**config.mk**
```make
export PLATFORM = sky130hd
export DESIGN_NAME = hilo_mdu
export DESIGN_NICKNAME = d
export VERILOG_FILES = /design/src/rtl/hilo_mdu_pkg.sv /design/src/rtl/hilo_mdu_div_core.sv /design/src/rtl/hilo_mdu.sv
export SDC_FILE = /design/constraint.sdc
export NUM_CORES = 2
export LEC_CHECK = 0
export BUFFER_PORTS_ARGS = -buffer_cell sky130_fd_sc_hd__buf_2
export CORE_MARGIN = 8
export CORE_UTILIZATION = 64
export CTS_CLUSTER_SIZE = 10
export DETAILED_ROUTE_END_ITERATION = 8
export GPL_TIMING_DRIVEN = 0
export PLACE_DENSITY = 0.81
export SLEW_MARGIN = 20
export SYNTH_ARGS = -nofsm -noshare
export SYNTH_HDL_FRONTEND = slang
export SYNTH_HIERARCHICAL = 1
export SYNTH_SLANG_ARGS = --single-unit
```
**constraint.sdc**
```tcl
create_clock -name clk -period 11.3 [get_ports clk]
set_clock_uncertainty 0.05 [all_clocks]
set_input_delay 0.565 -clock clk [delete_from_list [all_inputs] [get_ports clk]]
set_output_delay 0.565 -clock clk [all_outputs]
set_load 0.02 [all_outputs]
```
**src/rtl/hilo_mdu_pkg.sv**
```systemverilog
// hilo_mdu_pkg: shared encodings for the HI/LO multiply/divide unit.
// Latency: n/a (types and constants only).
// Backpressure: n/a.
// Contents: MDOp opcode enum, FSM state enum, default cycle counts.
package hilo_mdu_pkg;

  localparam int MUL_CYCLES_DEF = 4;
  localparam int DIV_ITERS_DEF  = 32;

  typedef enum logic [2:0] {
    OP_MULT  = 3'b000,
    OP_MULTU = 3'b001,
    OP_DIV   = 3'b010,
    OP_DIVU  = 3'b011,
    OP_MTHI  = 3'b100,
    OP_MTLO  = 3'b101,
    OP_NOP6  = 3'b110,
    OP_NOP7  = 3'b111
  } md_op_e;

  typedef enum logic [1:0] {
    ST_IDLE = 2'b00,
    ST_MUL  = 2'b01,
    ST_DIV  = 2'b10,
    ST_DFIX = 2'b11
  } md_state_e;

endpackage

```
**src/rtl/hilo_mdu_div_core.sv**
```systemverilog
// div_core: iterative unsigned restoring divider, one quotient bit per cycle.
// Latency: DIV_ITERS cycles after start; done flags the cycle of the final iteration.
// Backpressure: none; start is honoured only when idle, abort cancels a running divide.
// Ports: clk/rst (sync, active high), start/abort, dividend/divisor in,
//        quotient/remainder/done out (results stable once done has been seen).
import hilo_mdu_pkg::*;

module div_core #(
  parameter int DIV_ITERS = DIV_ITERS_DEF
) (
  input  logic        clk,
  input  logic        rst,
  input  logic        start,
  input  logic        abort,
  input  logic [31:0] dividend,
  input  logic [31:0] divisor,
  output logic [31:0] quotient,
  output logic [31:0] remainder,
  output logic        done
);

  localparam int CNT_W = $clog2(DIV_ITERS + 1);
  localparam logic [CNT_W-1:0] LAST = CNT_W'(DIV_ITERS - 1);

  logic [31:0]      rem;
  logic [31:0]      quo;     // holds the dividend, shifted out as quotient bits shift in
  logic [31:0]      dvs;
  logic [CNT_W-1:0] cnt;
  logic             running;

  logic [32:0] rem_sh;
  logic [32:0] diff;

  // Bit 32 of diff is the borrow: clear means the trial subtraction fits.
  assign rem_sh = {rem, quo[31]};
  assign diff   = rem_sh - {1'b0, dvs};

  always_ff @(posedge clk) begin
    if (rst) begin
      rem     <= '0;
      quo     <= '0;
      dvs     <= '0;
      cnt     <= '0;
      running <= 1'b0;
    end else if (abort) begin
      running <= 1'b0;
    end else if (start && !running) begin
      rem     <= '0;
      quo     <= dividend;
      dvs     <= divisor;
      cnt     <= '0;
      running <= 1'b1;
    end else if (running) begin
      if (!diff[32]) begin
        rem <= diff[31:0];
        quo <= {quo[30:0], 1'b1};
      end else begin
        rem <= rem_sh[31:0];
        quo <= {quo[30:0], 1'b0};
      end
      cnt <= cnt + CNT_W'(1);
      if (cnt == LAST) running <= 1'b0;
    end
  end

  assign done      = running && (cnt == LAST);
  assign quotient  = quo;
  assign remainder = rem;

endmodule

```
**src/rtl/hilo_mdu.sv**
```systemverilog
// hilo_mdu: HI/LO register pair with multi-cycle MULT/MULTU/DIV/DIVU and MTHI/MTLO.
// Latency: MTHI/MTLO 1 edge; MULT(U) MUL_CYCLES busy cycles; DIV(U) DIV_ITERS+1 busy cycles.
// Backpressure: Busy high while occupied; Start is ignored unless idle, Flush cancels.
// Ports: clk, rst (sync, active high), Start/MDOp/A/B issue, Flush cancel,
//        RHLSel read select (1=HI), Busy, RHLOut (combinational HI/LO read).
import hilo_mdu_pkg::*;

module hilo_mdu #(
  parameter int MUL_CYCLES = MUL_CYCLES_DEF,
  parameter int DIV_ITERS  = DIV_ITERS_DEF
) (
  input  logic        clk,
  input  logic        rst,
  input  logic        Start,
  input  logic [2:0]  MDOp,
  input  logic [31:0] A,
  input  logic [31:0] B,
  input  logic        Flush,
  input  logic        RHLSel,
  output logic        Busy,
  output logic [31:0] RHLOut
);

  localparam int MCNT_W = $clog2(MUL_CYCLES + 1);
  localparam logic [MCNT_W-1:0] MUL_LAST = MCNT_W'(MUL_CYCLES - 1);

  md_state_e         state, state_nxt;
  logic [31:0]       hi, lo;
  logic [31:0]       op_a, op_b;
  logic              mul_signed;
  logic              neg_q, neg_r;
  logic [MCNT_W-1:0] mul_cnt;
  logic              busy_q;

  logic        hi_we, lo_we;
  logic [31:0] hi_wd, lo_wd;
  logic        cap_mul, div_start;
  logic        is_signed;
  logic [31:0] mag_a, mag_b;
  logic [63:0] ext_a, ext_b, prod;
  logic [31:0] div_q, div_r;
  logic        div_done;

  // Signed ops work on magnitudes; signs are reapplied in DFIX.
  assign is_signed = (MDOp == OP_MULT) || (MDOp == OP_DIV);
  assign mag_a     = (is_signed && A[31]) ? (32'd0 - A) : A;
  assign mag_b     = (is_signed && B[31]) ? (32'd0 - B) : B;

  // A 64-bit product of the extended operands is exact for both signednesses.
  assign ext_a = mul_signed ? {{32{op_a[31]}}, op_a} : {32'd0, op_a};
  assign ext_b = mul_signed ? {{32{op_b[31]}}, op_b} : {32'd0, op_b};
  assign prod  = ext_a * ext_b;

  div_core #(.DIV_ITERS(DIV_ITERS)) u_div (
    .clk      (clk),
    .rst      (rst),
    .start    (div_start),
    .abort    (Flush),
    .dividend (mag_a),
    .divisor  (mag_b),
    .quotient (div_q),
    .remainder(div_r),
    .done     (div_done)
  );

  always_comb begin
    state_nxt = state;
    hi_we     = 1'b0;
    lo_we     = 1'b0;
    hi_wd     = '0;
    lo_wd     = '0;
    cap_mul   = 1'b0;
    div_start = 1'b0;
    case (state)
      ST_IDLE: begin
        if (Start && !Flush) begin
          case (md_op_e'(MDOp))
            OP_MULT, OP_MULTU: begin
              cap_mul   = 1'b1;
              state_nxt = ST_MUL;
            end
            OP_DIV, OP_DIVU: begin
              // Divide by zero is a silent no-op.
              if (B != 32'd0) begin
                div_start = 1'b1;
                state_nxt = ST_DIV;
              end
            end
            OP_MTHI: begin
              hi_we = 1'b1;
              hi_wd = A;
            end
            OP_MTLO: begin
              lo_we = 1'b1;
              lo_wd = A;
            end
            default: ;
          endcase
        end
      end
      ST_MUL: begin
        if (Flush) begin
          state_nxt = ST_IDLE;
        end else if (mul_cnt == MUL_LAST) begin
          hi_we     = 1'b1;
          lo_we     = 1'b1;
          hi_wd     = prod[63:32];
          lo_wd     = prod[31:0];
          state_nxt = ST_IDLE;
        end
      end
      ST_DIV: begin
        if (Flush)         state_nxt = ST_IDLE;
        else if (div_done) state_nxt = ST_DFIX;
      end
      ST_DFIX: begin
        state_nxt = ST_IDLE;
        if (!Flush) begin
          hi_we = 1'b1;
          lo_we = 1'b1;
          lo_wd = neg_q ? (32'd0 - div_q) : div_q;
          hi_wd = neg_r ? (32'd0 - div_r) : div_r;
        end
      end
      default: state_nxt = ST_IDLE;
    endcase
  end

  always_ff @(posedge clk) begin
    if (rst) begin
      state      <= ST_IDLE;
      busy_q     <= 1'b0;
      hi         <= '0;
      lo         <= '0;
      op_a       <= '0;
      op_b       <= '0;
      mul_signed <= 1'b0;
      neg_q      <= 1'b0;
      neg_r      <= 1'b0;
      mul_cnt    <= '0;
    end else begin
      state  <= state_nxt;
      busy_q <= (state_nxt != ST_IDLE);
      if (hi_we) hi <= hi_wd;
      if (lo_we) lo <= lo_wd;
      if (cap_mul) begin
        op_a       <= A;
        op_b       <= B;
        mul_signed <= (MDOp == OP_MULT);
        mul_cnt    <= '0;
      end else if (state == ST_MUL) begin
        mul_cnt <= mul_cnt + MCNT_W'(1);
      end
      if (div_start) begin
        neg_q <= is_signed && (A[31] ^ B[31]);
        neg_r <= is_signed && A[31];
      end
    end
  end

  assign Busy   = busy_q;
  assign RHLOut = RHLSel ? hi : lo;

endmodule
```
==> run metrics <==
run status=complete, no violations; DP Area=between 0.06 and 0.07 mm^2; final worst-path cycle share=0.985; CTS tree=yes; critical path's slowest cell=fa_1; Max rail drop VDD=just over 0.0001 V; Congestion Overflow GR=0; area leader, netlist=fa_1; Filler Cells Inserted=about 8000; first-pass GRT wire length=about 370000 um; via count=between 50000 and 60000; Die Span X=329 um; Worst-Margin Slew=1310 ps; initial core utilization=0.646; Max FO, Critical Path=10; Synth Flop Type=dfxtp_1; Leak=approximately 33 nW; H-tree Lvls=1; worst hold slack=232 ps; worst r2r src=mul_signed; DR iter-0 viols=approximately 6900; r2r worst-path depth=29; Area contributors post-synth=fa_1 (45%), inv_1 (9.7%), dfxtp_1 (7.7%), ha_1 (6.9%), and2_1 (5.9%); Synth async-reset ratio=0; vias in the first global route=around 54000; global placement routability congestion=about 1.1; Internal Pwr Total=between 1 and 1.5 mW; HP Class=in -> reg; Most Frequent Cell on Critical Path=fa_1; Critical Setup Path Class=reg -> reg; worst skew pair latency=approximately 600 ps; Synth Instances=between 7000 and 8000; final instance area=approximately 0.066 mm^2; most common cell in the netlist=inv_1; Total GRT Usage=0.473; RSZ-0062 raised after global routing=false; DR pass1 iterations=8; Multi-input gate area=between 0.05 and 0.06 mm^2; pin count of the biggest net entering global routing=19; syn avg cell area=between 8 and 9 um^2; Seq cells post-synth=between 200 and 250; Netlist cell types=91; startpoint types=flop; sequential group share of total power=0.394; row cnt=114; top cell family by delay on the critical path=adder cells; Clock Root Buffer=clkbuf_16; fin. max-slew vios=0; combinational cell fraction of total power=0.230; Clock Path Buffers=3; Final setup viols=0; Post-synth EDFFs=0; final hold violation count=0; WP buf/inv=7; Hold Path End=mul_signed; PortBufs=95; CTS Buf Count=29; DRT Wirelength=roughly 250000 um; core area=a little under 0.1 mm^2; I/O pin count=roughly 110; CP Data Required Time=~12000 ps; Clock power frac=0.376; full die area=roughly 0.11 mm^2; storage element area=between 0.004 and 0.005 mm^2; Crit path largest cell delay=about 800 ps; Routed wire per std cell=around 30 um; via/cell ratio=6.24; synth warn=6; Net Count, Synth=8876; Worst R2R End=hi[31]; Yosys top cell area share=0.454; sw frac=0.344; Final ANT Viol Nets=0; fin crit period=11140 ps; initial antenna violation count=27; DRC errors left=0; flop-to-flop setup slack=about 160 ps; Max-Cap Viols=0; fraction of layout cells with a size suffix above 1=0.0363; hold_sp=MDOp[0]; commonest cells in the netlist=inv_1 (1613), fa_1 (1420), nand2_1 (869); worst rel slew slack=0.128; Crit. End Element=flop; sw power=between 0.7 and 0.8 mW; clk sinks=240; post-synthesis sequential area ratio=0.0768; pwr dens=34.5 mW/mm^2; area delta synth->final=5.04%; Cells on Worst Hold Path=2; hpwl dp=209000 um; Worst EP arrival=about 12000 ps; Final #Nets=between 9000 and 10000; fmax=between 0.08 and 0.09 GHz; Synth Cell Area=between 0.06 and 0.07 mm^2; CTS clock-pin slew for the worst setup and hold paths=~60 ps; Post-CTS Hold Buffers=0; Die Y=329 um
## cells by family (layout without fill, tap and decap cells)
kind of cell | Yosys count | in the layout | share of synthesized area
xor+xnor | 259 | 259 | 0.0365
other cells | 0 | 34 | 0
mux | 67 | 67 | 0.0114
simple gates | 1887 | 1887 | 0.147
fa+ha+maj | 1771 | 1771 | 0.524
buf+inv | 1987 | 2132 | 0.120
flops | 240 | 240 | 0.0768
compound gates | 826 | 826 | 0.0843
## layout by cell type (no fill, tap or decap), types with 32 or more instances in the layout
master and n:
mux2_2 32, nand2_1 868, and2_1 585, mux2i_1 34, o21ai_0 165, xnor2_1 143, diode_2 34, a21o_1 54
o22ai_1 46, a221oi_1 36, inv_1 1612, nor3_1 54, xor2_1 115, nand3_1 34, ha_1 347, clkbuf_2 32
o31ai_1 34, dfxtp_1 240, buf_2 98, clkbuf_1 321, fa_1 1419, a21oi_1 254, nor2_1 169, and3_1 37
o21ai_1 32
## state kept, by name, summed over array words and instances, names as in the netlist
| name | flops |
|---|---|
| op_a | 32 |
| neg_r | 1 |
| u_div/remainder | 32 |
| op_b | 32 |
| state | 2 |
| lo | 32 |
| neg_q | 1 |
| Busy | 1 |
| mul_signed | 1 |
| u_div/quotient | 32 |
| u_div/cnt | 6 |
| mul_cnt | 3 |
| hi | 32 |
| u_div/dvs | 32 |
| u_div/running | 1 |
## cell type report
class	instances	share of cell area
Tap cell	1276	0.0243
Buffer	370	0.0222
Clock buffer	36	0.0116
Inverter	1616	0.0923
Clock inverter	5	0.000609
Timing Repair Buffer	105	0.00927
Antenna cell	34	0.00129
Multi-Input combinational cell	4810	0.765
Sequential cell	240	0.0731
## metal layers
| layer | global-route usage | part of all wire |
|---|---|---|
| met3 | 0.196 | 0.15 |
| met1 | 0.586 | 0.34 |
| met4 | 0.330 | 0.094 |
| met5 | 0.00951 | 0.00080 |
| met2 | 0.668 | 0.41 |
## per-stage QoR
| step | worst slack, ps | setup TNS, ps | power (mW) | std cells | utilization |
|---|---|---|---|---|---|
| 5_1_grt | 54.8 | 0 | 2.31 | 8461 | 0.678 |
| 3_5_place_dp | -1560 | -18560 | 1.40 | 8413 | 0.669 |
| 3_3_place_gp | -1370 | -15020 | 1.39 | 8408 | 0.668 |
| 6_report | 164 | 0 | 2.27 | 8492 | 0.679 |
| 4_1_cts | 6.08 | 0 | 2.23 | 8453 | 0.677 |
| 2_1_floorplan | 2120 | 0 | 1.18 | 7037 | - |
## worst max-delay path by stage
| stage | from | to | slack, ps | cells past startpoint |
|---|---|---|---|---|
| 2_1_floorplan | op_a[31] | hi[28] | 2120 | 30 |
| 3_3_place_gp | mul_signed | hi[31] | -1370 | 30 |
| 3_5_place_dp | mul_signed | hi[31] | -1560 | 30 |
| 4_1_cts | mul_signed | hi[31] | 6 | 29 |
| 5_1_grt | mul_signed | hi[19] | 50 | 29 |
| 6_report | mul_signed | hi[31] | 160 | 29 |
## power by group through the flow
| stage | Combinational [mW] | Sequential [mW] | Clock [mW] |
|---|---|---|---|
| after floorplan | 0.288 | 0.891 | 0 |
| after global placement | 0.487 | 0.907 | 0 |
| after detailed placement | 0.490 | 0.907 | 0 |
| after CTS | 0.494 | 0.889 | 0.847 |
| after global routing | 0.533 | 0.891 | 0.882 |
| final | 0.521 | 0.892 | 0.852 |
## repair_timing
action	CTS	global route
cloned	0	0
setup buffers	0	2
setup endpoints to repair	20	15
pin swaps	0	1
gates resized for setup	6	4
Power figures use the tool's default switching activity.
